==> config.mk <==
export PLATFORM = sky130hd
export DESIGN_NAME = regfile_mp
export DESIGN_NICKNAME = d
export VERILOG_FILES = /design/src/rtl/cpu_mem_pkg.sv /design/src/rtl/regfile_clear_fsm.sv /design/src/rtl/regfile_mp.sv
export SDC_FILE = /design/constraint.sdc
export NUM_CORES = 1
export LEC_CHECK = 0
export BUFFER_PORTS_ARGS = -buffer_cell sky130_fd_sc_hd__buf_4
export CELL_PAD_IN_SITES_DETAIL_PLACEMENT = 0
export CELL_PAD_IN_SITES_GLOBAL_PLACEMENT = 1
export CORE_AREA = 8 8 185 187
export CTS_CLUSTER_DIAMETER = 200
export DETAILED_ROUTE_END_ITERATION = 12
export DIE_AREA = 0 0 193 195
export PLACE_DENSITY = 0.8
export SLEW_MARGIN = 10
export SYNTH_ARGS = -nofsm -noshare
export SYNTH_HDL_FRONTEND = slang
export SYNTH_SLANG_ARGS = --single-unit
==> constraint.sdc <==
create_clock -name clk -period 2.4 [get_ports clk]
set_input_delay 0.48 -clock clk [delete_from_list [all_inputs] [get_ports clk]]
set_output_delay 0.48 -clock clk [all_outputs]
set_load 0.05 [all_outputs]
==> src/rtl/cpu_mem_pkg.sv <==
// Shared types and helpers for the CPU operand store.
package cpu_mem_pkg;

  typedef enum logic {RF_CLEAR, RF_IDLE} rf_state_t;

  localparam int BYTE_W = 8;

  // Upper bound on word width handled by be_merge; callers zero-extend into it.
  localparam int MAX_W  = 256;
  localparam int MAX_BE = MAX_W / BYTE_W;

  // Byte-lane merge: lanes with be[k] set take new_word, the rest keep old_word.
  function automatic logic [MAX_W-1:0] be_merge(input logic [MAX_W-1:0]  old_word,
                                                input logic [MAX_W-1:0]  new_word,
                                                input logic [MAX_BE-1:0] be);
    logic [MAX_W-1:0] res;
    res = old_word;
    for (int k = 0; k < MAX_BE; k++) begin
      if (be[k]) res[k*BYTE_W +: BYTE_W] = new_word[k*BYTE_W +: BYTE_W];
    end
    return res;
  endfunction

endpackage

==> src/rtl/regfile_clear_fsm.sv <==
// Clear sequencer: sweeps the array with CLR_VAL after reset or on request.
//
// state    | meaning
// ---------+------------------------------------------------------------
// RF_CLEAR | writing CLR_VAL to entry clr_ptr, one entry per cycle
// RF_IDLE  | array initialised, user writes accepted, ready = 1
module regfile_clear_fsm
  import cpu_mem_pkg::*;
#(
  parameter int DEPTH  = 16,
  parameter int ADDR_W = $clog2(DEPTH)
) (
  input  logic              clk,
  input  logic              reset,
  input  logic              clear_req,
  output logic              ready,
  output logic              clr_we,
  output logic [ADDR_W-1:0] clr_addr
);

  localparam logic [ADDR_W-1:0] LAST_ADDR = ADDR_W'(DEPTH - 1);

  rf_state_t         state, state_nxt;
  logic [ADDR_W-1:0] clr_ptr, clr_ptr_nxt;

  // State and sweep pointer registers; reset restarts the sweep from entry 0.
  always_ff @(posedge clk) begin
    if (reset) begin
      state   <= RF_CLEAR;
      clr_ptr <= '0;
    end else begin
      state   <= state_nxt;
      clr_ptr <= clr_ptr_nxt;
    end
  end

  // Next-state logic; clear_req during a sweep is ignored.
  always_comb begin
    state_nxt   = state;
    clr_ptr_nxt = clr_ptr;
    case (state)
      RF_CLEAR: begin
        if (clr_ptr == LAST_ADDR) begin
          state_nxt   = RF_IDLE;
          clr_ptr_nxt = '0;
        end else begin
          clr_ptr_nxt = clr_ptr + 1'b1;
        end
      end
      RF_IDLE: begin
        if (clear_req) begin
          state_nxt   = RF_CLEAR;
          clr_ptr_nxt = '0;
        end
      end
      default: begin
        state_nxt   = RF_CLEAR;
        clr_ptr_nxt = '0;
      end
    endcase
  end

  assign ready    = (state == RF_IDLE);
  // The reset edge itself writes nothing; the sweep starts on the edge after.
  assign clr_we   = (state == RF_CLEAR) && !reset;
  assign clr_addr = clr_ptr;

endmodule

==> src/rtl/regfile_mp.sv <==
// Multi-port register file: NUM_RD combinational reads, one byte-enabled
// write port with optional same-cycle bypass, and a sequential clear engine.
module regfile_mp
  import cpu_mem_pkg::*;
#(
  parameter int              DATA_W  = 16,
  parameter int              DEPTH   = 16,
  parameter int              ADDR_W  = $clog2(DEPTH),
  parameter int              NUM_RD  = 2,
  parameter int              BYPASS  = 1,
  parameter logic [DATA_W-1:0] CLR_VAL = '0
) (
  input  logic                     clk,
  input  logic                     reset,
  input  logic                     clear_req,
  output logic                     ready,
  input  logic                     wr_en,
  input  logic [ADDR_W-1:0]        wr_addr,
  input  logic [DATA_W-1:0]        wr_data,
  input  logic [DATA_W/8-1:0]      wr_be,
  output logic                     wr_err,
  input  logic [NUM_RD*ADDR_W-1:0] rd_addr,
  output logic [NUM_RD*DATA_W-1:0] rd_data
);

  localparam int              BE_W    = DATA_W / BYTE_W;
  // One extra bit so DEPTH itself is representable for non-power-of-two depths.
  localparam logic [ADDR_W:0] DEPTH_C = (ADDR_W + 1)'(DEPTH);

  logic [DATA_W-1:0] mem [DEPTH];

  logic              clr_we;
  logic [ADDR_W-1:0] clr_addr;
  logic              wr_in_range;
  logic              wr_acc;
  logic              wr_rej;
  logic [ADDR_W-1:0] wr_idx;
  logic [DATA_W-1:0] wr_merged;

  regfile_clear_fsm #(
    .DEPTH  (DEPTH),
    .ADDR_W (ADDR_W)
  ) u_clear_fsm (
    .clk       (clk),
    .reset     (reset),
    .clear_req (clear_req),
    .ready     (ready),
    .clr_we    (clr_we),
    .clr_addr  (clr_addr)
  );

  assign wr_in_range = ({1'b0, wr_addr} < DEPTH_C);
  assign wr_acc      = ready && wr_en && !clear_req && wr_in_range && !reset;
  assign wr_rej      = wr_en && !(ready && !clear_req && wr_in_range);
  assign wr_idx      = wr_in_range ? wr_addr : '0;
  // Same merged word feeds the array and the bypass path.
  assign wr_merged   = DATA_W'(be_merge(MAX_W'(mem[wr_idx]), MAX_W'(wr_data),
                                        MAX_BE'(wr_be)));

  // Array update: the clear engine owns the array while ready is low.
  always_ff @(posedge clk) begin
    if (clr_we) begin
      mem[clr_addr] <= CLR_VAL;
    end else if (wr_acc) begin
      mem[wr_addr] <= wr_merged;
    end
  end

  // Rejected-write flag, one cycle after the offending edge; reset suppresses it.
  always_ff @(posedge clk) begin
    if (reset) wr_err <= 1'b0;
    else       wr_err <= wr_rej;
  end

  // Per-port read mux with out-of-range zeroing and optional write bypass.
  always_comb begin
    logic [ADDR_W-1:0] ra;
    rd_data = '0;
    ra      = '0;
    for (int p = 0; p < NUM_RD; p++) begin
      ra = rd_addr[p*ADDR_W +: ADDR_W];
      if (!ready) begin
        rd_data[p*DATA_W +: DATA_W] = CLR_VAL;
      end else if ({1'b0, ra} >= DEPTH_C) begin
        rd_data[p*DATA_W +: DATA_W] = '0;
      end else if ((BYPASS != 0) && wr_acc && (ra == wr_addr)) begin
        rd_data[p*DATA_W +: DATA_W] = wr_merged;
      end else begin
        rd_data[p*DATA_W +: DATA_W] = mem[ra];
      end
    end
  end

  logic unused_be_w;
  assign unused_be_w = (BE_W == 0);

endmodule

==> flow_summary.ini, run 1 <==
[status]
status = finished with violations
failed_checks = negative setup slack

[clocking]
clockRootBuffer = clkbuf_16
clk_latency_ps = 560
cts_tree = yes
cts_made_buffers = 29
htree_levels = 1
cts.sinks = 262
clock_path_buffers = 3
path_clk_slew_ps = 60
hold_buffers = 0

[critical_path]
worstSetupPathType = input pin to primary output
required_ps = 1920
ff2ff_path_depth = 6
worstPathArrival_ps = 2330
end_kind = primary output
critPathMaxFanout = 5
worstReg2RegEnd = mem[7][9]$_DFFE_PP_
worst_setup_path_start_kind = input pin
regToRegSetupSlack_ps = 200
r2r_start = mem[8][9]$_DFFE_PP_

[drt]
totalWireLength_um = 52200
dr_total_vias = 11000
via_per_inst = 7.02
dr.pass1.iters = 6
ant_nets = 0
wire_per_inst_um = 33.2
first_iter_violations = 1440
drcViolationCount = 0

[synthesis]
avgSynthCellArea_um2 = 15.5
seq_area_frac_synth = 0.527
synth_cell_types = 40
synthXorXnorAreaFrac = 0.00473
syn_inst = 959
ys_warn_count = 0
synth_top_family_by_area = multiplexers
synth_compound_area_frac = 0.104
synth-simple-area-share = 0.0408
synth_seq_cells = 262
synthAdderAreaFrac = 0.000844
synth_mux_area_frac = 0.288
syn_area_mm2 = 0.0148
syn_nets = 994

[placement]
postPlaceCellArea_mm2 = 0.0176
place_ws_ps = -663
post-dp-hpwl_um = 29600
gp_congestion = 0.870
portBuffers = 67

[flow_run]
max_cap_viol_count = 0

[power]
cellPowerDensity_mw_per_mm2 = 556
p_sw_mw = 2.58
p_clk_frac = 0.405
internal_power_mw = 8.34
swShare = 0.236
seqPwrFrac = 0.462
power.leakage_nw = 7.38
vdd_ir_drop_max_uv = 559
combPwrFrac = 0.133

[floorplanning]
ios = 68
die_y_um = 195
row_count = 65
die-area_mm2 = 0.0376
start_util = 0.475
die_w_um = 193
core_mm2 = 0.0312

[sta]
rsz0062_at_grt = yes
worst_pin_slew_ps = 983
slew_viol_final = 0
setup_ws_ps = -415
slew_headroom = 0.342
fin_crit_ps = 2810
hold_viol_final = 0
setup_viol = 32
final.period_utilization = 1.17
skew_ps = 14.2
fmax_ghz = 0.355

[cells_and_area]
drive_above_1_share = 0.471
synthToLayoutAreaGrowth_pct = 32.3
fin_area_mm2 = 0.0196
nNetsFinal = 1186
n_fill_cell = 2217

[hold_path]
hold_depth = 2
hp-class = input pin to flop
holdPathEnd = wr_err$_SDFF_PP0_
min_from = wr_en

[global_route]
overflow = 0
grt_pass1_wl_um = 74600
grt_pass1_vias = 11200
track_usage = 0.272
antenna_found_initial = 0
grt_max_degree = 33
synthesized netlist by cell type:
library cell | number | share of area
a21oi_1 | 20 | 0.0068
o22ai_1 | 32 | 0.014
o221ai_1 | 16 | 0.0095
o21ai_0 | 2 | 0.00068
nand3_1 | 3 | 0.0010
nand2b_1 | 1 | 0.00042
xor2_1 | 4 | 0.0024
inv_1 | 6 | 0.0015
mux2i_1 | 65 | 0.044
a22oi_1 | 49 | 0.025
buf_6 | 4 | 0.0030
nor3b_1 | 3 | 0.0015
nand2_1 | 26 | 0.0066
nor2b_2 | 1 | 0.00059
mux4_2 | 128 | 0.19
buf_4 | 10 | 0.0051
and2_1 | 2 | 0.00084
a22o_1 | 32 | 0.019
xnor2_1 | 4 | 0.0024
a221o_1 | 32 | 0.022
clkbuf_2 | 2 | 0.00068
buf_2 | 24 | 0.0081
mux2_1 | 47 | 0.036
a31oi_1 | 6 | 0.0025
buf_12 | 2 | 0.0027
a2bb2oi_1 | 1 | 0.00059
buf_8 | 3 | 0.0030
buf_1 | 9 | 0.0023
clkbuf_1 | 34 | 0.0086
ha_1 | 1 | 0.00084
mux2_2 | 18 | 0.014
dfxtp_1 | 6 | 0.0081
o21ai_1 | 16 | 0.0054
nand3b_4 | 1 | 0.0014
nor3_1 | 1 | 0.00034
edfxtp_1 | 256 | 0.52
nand2_2 | 1 | 0.00042
nor2b_1 | 23 | 0.0097
or4_1 | 3 | 0.0015
nor2_1 | 65 | 0.016
cell families (layout without fill, tap and decap cells):
family | count (synthesis) | count (layout)
DFF | 262 | 262
muxes | 258 | 258
AOI/OAI and AO/OA | 206 | 206
and+or+nand+nor | 130 | 133
buffers and inverters | 94 | 303
xor gates and xnor gates | 8 | 8
adders and majority gates | 1 | 1
other | 0 | 1
critical path, stage by stage:
cell and delay (ps):
buf_12 100, buf_6 110, buf_12 120, xnor2_2 120, nand2_1 80, or4_4 670, buf_12 210, o22ai_4 220
buf_6 190
final cells by class:
type | count | area [um2] | share of cell area
repair buffers | 246 | 3090 | 0.158
inverters | 6 | 22.5 | 0.00115
multi-input cells | 606 | 7250 | 0.370
flip-flops and latches | 262 | 7810 | 0.398
diodes | 1 | 2.50 | 0.000128
well taps | 402 | 503 | 0.0256
clock inverters | 19 | 203 | 0.0103
clock buffers | 32 | 737 | 0.0376
cells in the final DEF, fill, tap and decap left out, types with 7 or more instances in the layout:
cell         n
buf_4      131
nor2_2      36
a21oi_1     20
buf_6       34
a221o_2     10
edfxtp_1   256
buf_16      14
a22oi_1     49
nor2_1      28
mux2i_1     65
nor2b_1     18
o22ai_2     10
o221ai_1    16
buf_8        7
buf_12      56
mux2_2      16
a22o_1      32
clkbuf_16   31
a221o_1     22
nand2_1     19
o22ai_4     18
mux4_2     128
o21ai_4     16
mux2_1      45
sequential cells by signal, indices dropped and copies added (netlist names):
| register | count |
|---|---|
| u_clear_fsm.ready | 1 |
| u_clear_fsm.clr_addr | 4 |
| wr_err | 1 |
| mem | 256 |
how the worst max path moves through the flow:
stage          depth (start not counted)  slack, ps            startpoint                   end
2_1_floorplan                          7       -160            wr_addr[2]           rd_data[21]
3_3_place_gp                           8       -570            wr_addr[3]  mem[1][12]$_DFFE_PP_
3_5_place_dp                           8       -660            wr_addr[3]  mem[0][12]$_DFFE_PP_
4_1_cts                               11       -380            wr_addr[1]           rd_data[11]
5_1_grt                                6       -440  mem[13][7]$_DFFE_PP_            rd_data[7]
6_report                               9       -410            wr_addr[1]           rd_data[31]
power groups by stage:
stage / sequential, mW / clock [mW] / combinational [mW]
finish: 5.04 / 4.42 / 1.45
global route: 5.05 / 4.60 / 1.48
CTS: 5.04 / 4.45 / 1.37
detailed placement: 5.14 / 0 / 1.23
global placement: 5.13 / 0 / 1.22
floorplan: 5.13 / 0 / 0.735
timing repair:
item / CTS / global route
buffers inserted: 15 / 12
gates resized for setup: 93 / 40
endpoints found under the hold margin: 0 / 0
cloned: 15 / 2
endpoints found under the setup margin: 212 / 208
pin swaps: 28 / 24
stage by stage:
step	power [mW]	util	hold slack [ps]	TNS [ps]	instances
6_report	10.9	0.628	222	-10990	1574
5_1_grt	11.1	0.628	204	-11980	1573
4_1_cts	10.9	0.619	208	-10150	1559
3_5_place_dp	6.37	0.562	526	-166910	1479
3_3_place_gp	6.35	0.562	526	-141290	1479
2_1_floorplan	5.86	-	481	-6900	959
metal layers:
layer,GRT usage,wire length (um),part of all wire,vias up
met5,0,0,0,-
met4,0.138,3430,0.066,0
met3,0.0620,5680,0.11,229
met2,0.459,25600,0.49,804
met1,0.323,17600,0.34,5564
li1,-,-,-,4451
No activity file was read; power rests on OpenSTA's default activity.
==> run 2: changes to the inputs <==
--- a/config.mk
+++ b/config.mk
@@ -8,11 +8,12 @@
 export BUFFER_PORTS_ARGS = -buffer_cell sky130_fd_sc_hd__buf_4
 export CELL_PAD_IN_SITES_DETAIL_PLACEMENT = 0
 export CELL_PAD_IN_SITES_GLOBAL_PLACEMENT = 1
-export CORE_AREA = 8 8 185 187
+export CORE_AREA = 3 3 180 182
 export CTS_CLUSTER_DIAMETER = 200
 export DETAILED_ROUTE_END_ITERATION = 12
-export DIE_AREA = 0 0 193 195
+export DIE_AREA = 0 0 183 185
 export PLACE_DENSITY = 0.8
+export RECOVER_POWER = 25
 export SLEW_MARGIN = 10
 export SYNTH_ARGS = -nofsm -noshare
 export SYNTH_HDL_FRONTEND = slang
==> flow_summary.ini, run 2 (synthesized netlist as in run 1, its figures left out) <==
[status]
status = finished with violations
failed_checks = negative setup slack

[drt]
dr.pass1.iters = 5
ant_nets = 0
dr_total_vias = 10800
first_iter_violations = 1416
totalWireLength_um = 50700
via_per_inst = 6.94
drcViolationCount = 0
wire_per_inst_um = 32.5

[critical_path]
ff2ff_path_depth = 6
end_kind = primary output
required_ps = 1920
worst_setup_path_start_kind = input pin
worstPathArrival_ps = 2380
regToRegSetupSlack_ps = 130
critPathMaxFanout = 8
r2r_start = mem[14][7]$_DFFE_PP_
worstReg2RegEnd = mem[14][7]$_DFFE_PP_
worstSetupPathType = input pin to primary output

[floorplanning]
core_mm2 = 0.0307
die_y_um = 185
die-area_mm2 = 0.0339
die_w_um = 183
start_util = 0.482
ios = 68
row_count = 64

[hold_path]
hold_depth = 2
holdPathEnd = wr_err$_SDFF_PP0_
min_from = wr_en
hp-class = input pin to flop

[sta]
slew_headroom = 0.161
fin_crit_ps = 2860
skew_ps = 8.31
final.period_utilization = 1.19
rsz0062_at_grt = yes
holdWs_ps = 212
fmax_ghz = 0.350
worst_pin_slew_ps = 1250
hold_viol_final = 0
setup_ws_ps = -460
slew_viol_final = 0
setup_viol = 32

[power]
power.leakage_nw = 7.17
p_clk_frac = 0.411
vdd_ir_drop_max_uv = 565
seqPwrFrac = 0.465
cellPowerDensity_mw_per_mm2 = 564
internal_power_mw = 8.26
combPwrFrac = 0.124
p_total_mw = 10.8
p_sw_mw = 2.58
swShare = 0.238

[clocking]
cts_tree = yes
path_clk_slew_ps = 50
clock_path_buffers = 3
htree_levels = 1
clockRootBuffer = clkbuf_16
cts_made_buffers = 29
cts.sinks = 262
clk_latency_ps = 560

[flow_run]
max_cap_viol_count = 0

[placement]
portBuffers = 67
post-dp-hpwl_um = 30500
gp_congestion = 0.881

[cells_and_area]
nNetsFinal = 1175
layout_commonest_cell = edfxtp_1
drive_above_1_share = 0.455
diodes = 0
final_cell_mix = edfxtp_1 (256), mux4_2 (128), buf_4 (119)
synthToLayoutAreaGrowth_pct = 29.7
top_register = mem
largest_reg_flops = 256
n_fill_cell = 2186

[global_route]
overflow = 0
grt_pass1_wl_um = 72800
grt_pass1_vias = 11000
antenna_found_initial = 0
grt_max_degree = 27
track_usage = 0.296
==> run 2: how the worst max path moves through the flow <==
stage                                            start                    end  slack [ps]  cells past startpoint
after floorplan                             wr_addr[2]            rd_data[21]        -160                      7
after global placement                      wr_addr[1]    mem[3][9]$_DFFE_PP_        -550                      8
after detailed placement                    wr_addr[1]  mem[13][14]$_DFFE_PP_        -610                      8
after CTS                 u_clear_fsm.ready$_SDFF_PP0_            rd_data[23]        -420                      6
after global routing      u_clear_fsm.ready$_SDFF_PP0_            rd_data[23]        -450                      6
final                                       wr_addr[0]            rd_data[28]        -460                      5
==> run 2: power by group through the flow <==
stage                     combinational [mW]  clock, mW  sequential (mW)
after floorplan                        0.735          0             5.13
after global routing                    1.39       4.66             5.05
after detailed placement                1.21          0             5.14
after global placement                  1.20          0             5.13
final                                   1.34       4.45             5.04
after CTS                               1.29       4.49             5.04
==> run 2: critical path, cell delays in order <==
cell and delay (ps):
buf_4 160, nor2_1 960, a221o_1 480, o22ai_4 120, buf_6 160
==> run 2: final cells by class <==
cell class / instances / area [um2] / share of cell area
clock buffer: 32 / 737 / 0.0383
clock inverter: 21 / 205 / 0.0107
inverter: 6 / 22.5 / 0.00117
multi-input combinational: 605 / 7220 / 0.375
sequential: 262 / 7810 / 0.406
tap: 396 / 495 / 0.0258
timing repair buffer: 236 / 2740 / 0.142
==> run 2: layer usage <==
layer	wire, um	share of wire	up-vias	global-route usage
li1	-	-	4423	-
met1	18100	0.36	5453	0.378
met2	24200	0.48	730	0.488
met3	5260	0.10	201	0.0581
met4	3120	0.062	0	0.148
met5	0	0	-	0
==> run 2: metrics by stage <==
stage	instance area [um2]	utilization	setup WS, ps	TNS [ps]	std cells
floorplan	15400	-	-155	-6900	959
finish	19200	0.625	-460	-11830	1558
detailed placement	17500	0.569	-612	-132000	1472
CTS	19100	0.620	-424	-11470	1548
global route	19200	0.625	-450	-13240	1558
global placement	17500	0.569	-553	-110910	1472
==> run 2: timing repair <==
action,CTS,global route
hold buffers,0,0
gates cloned,8,2
buffers inserted,15,8
pin swaps,26,12
gates resized for setup,92,33
setup endpoints to repair,48,160
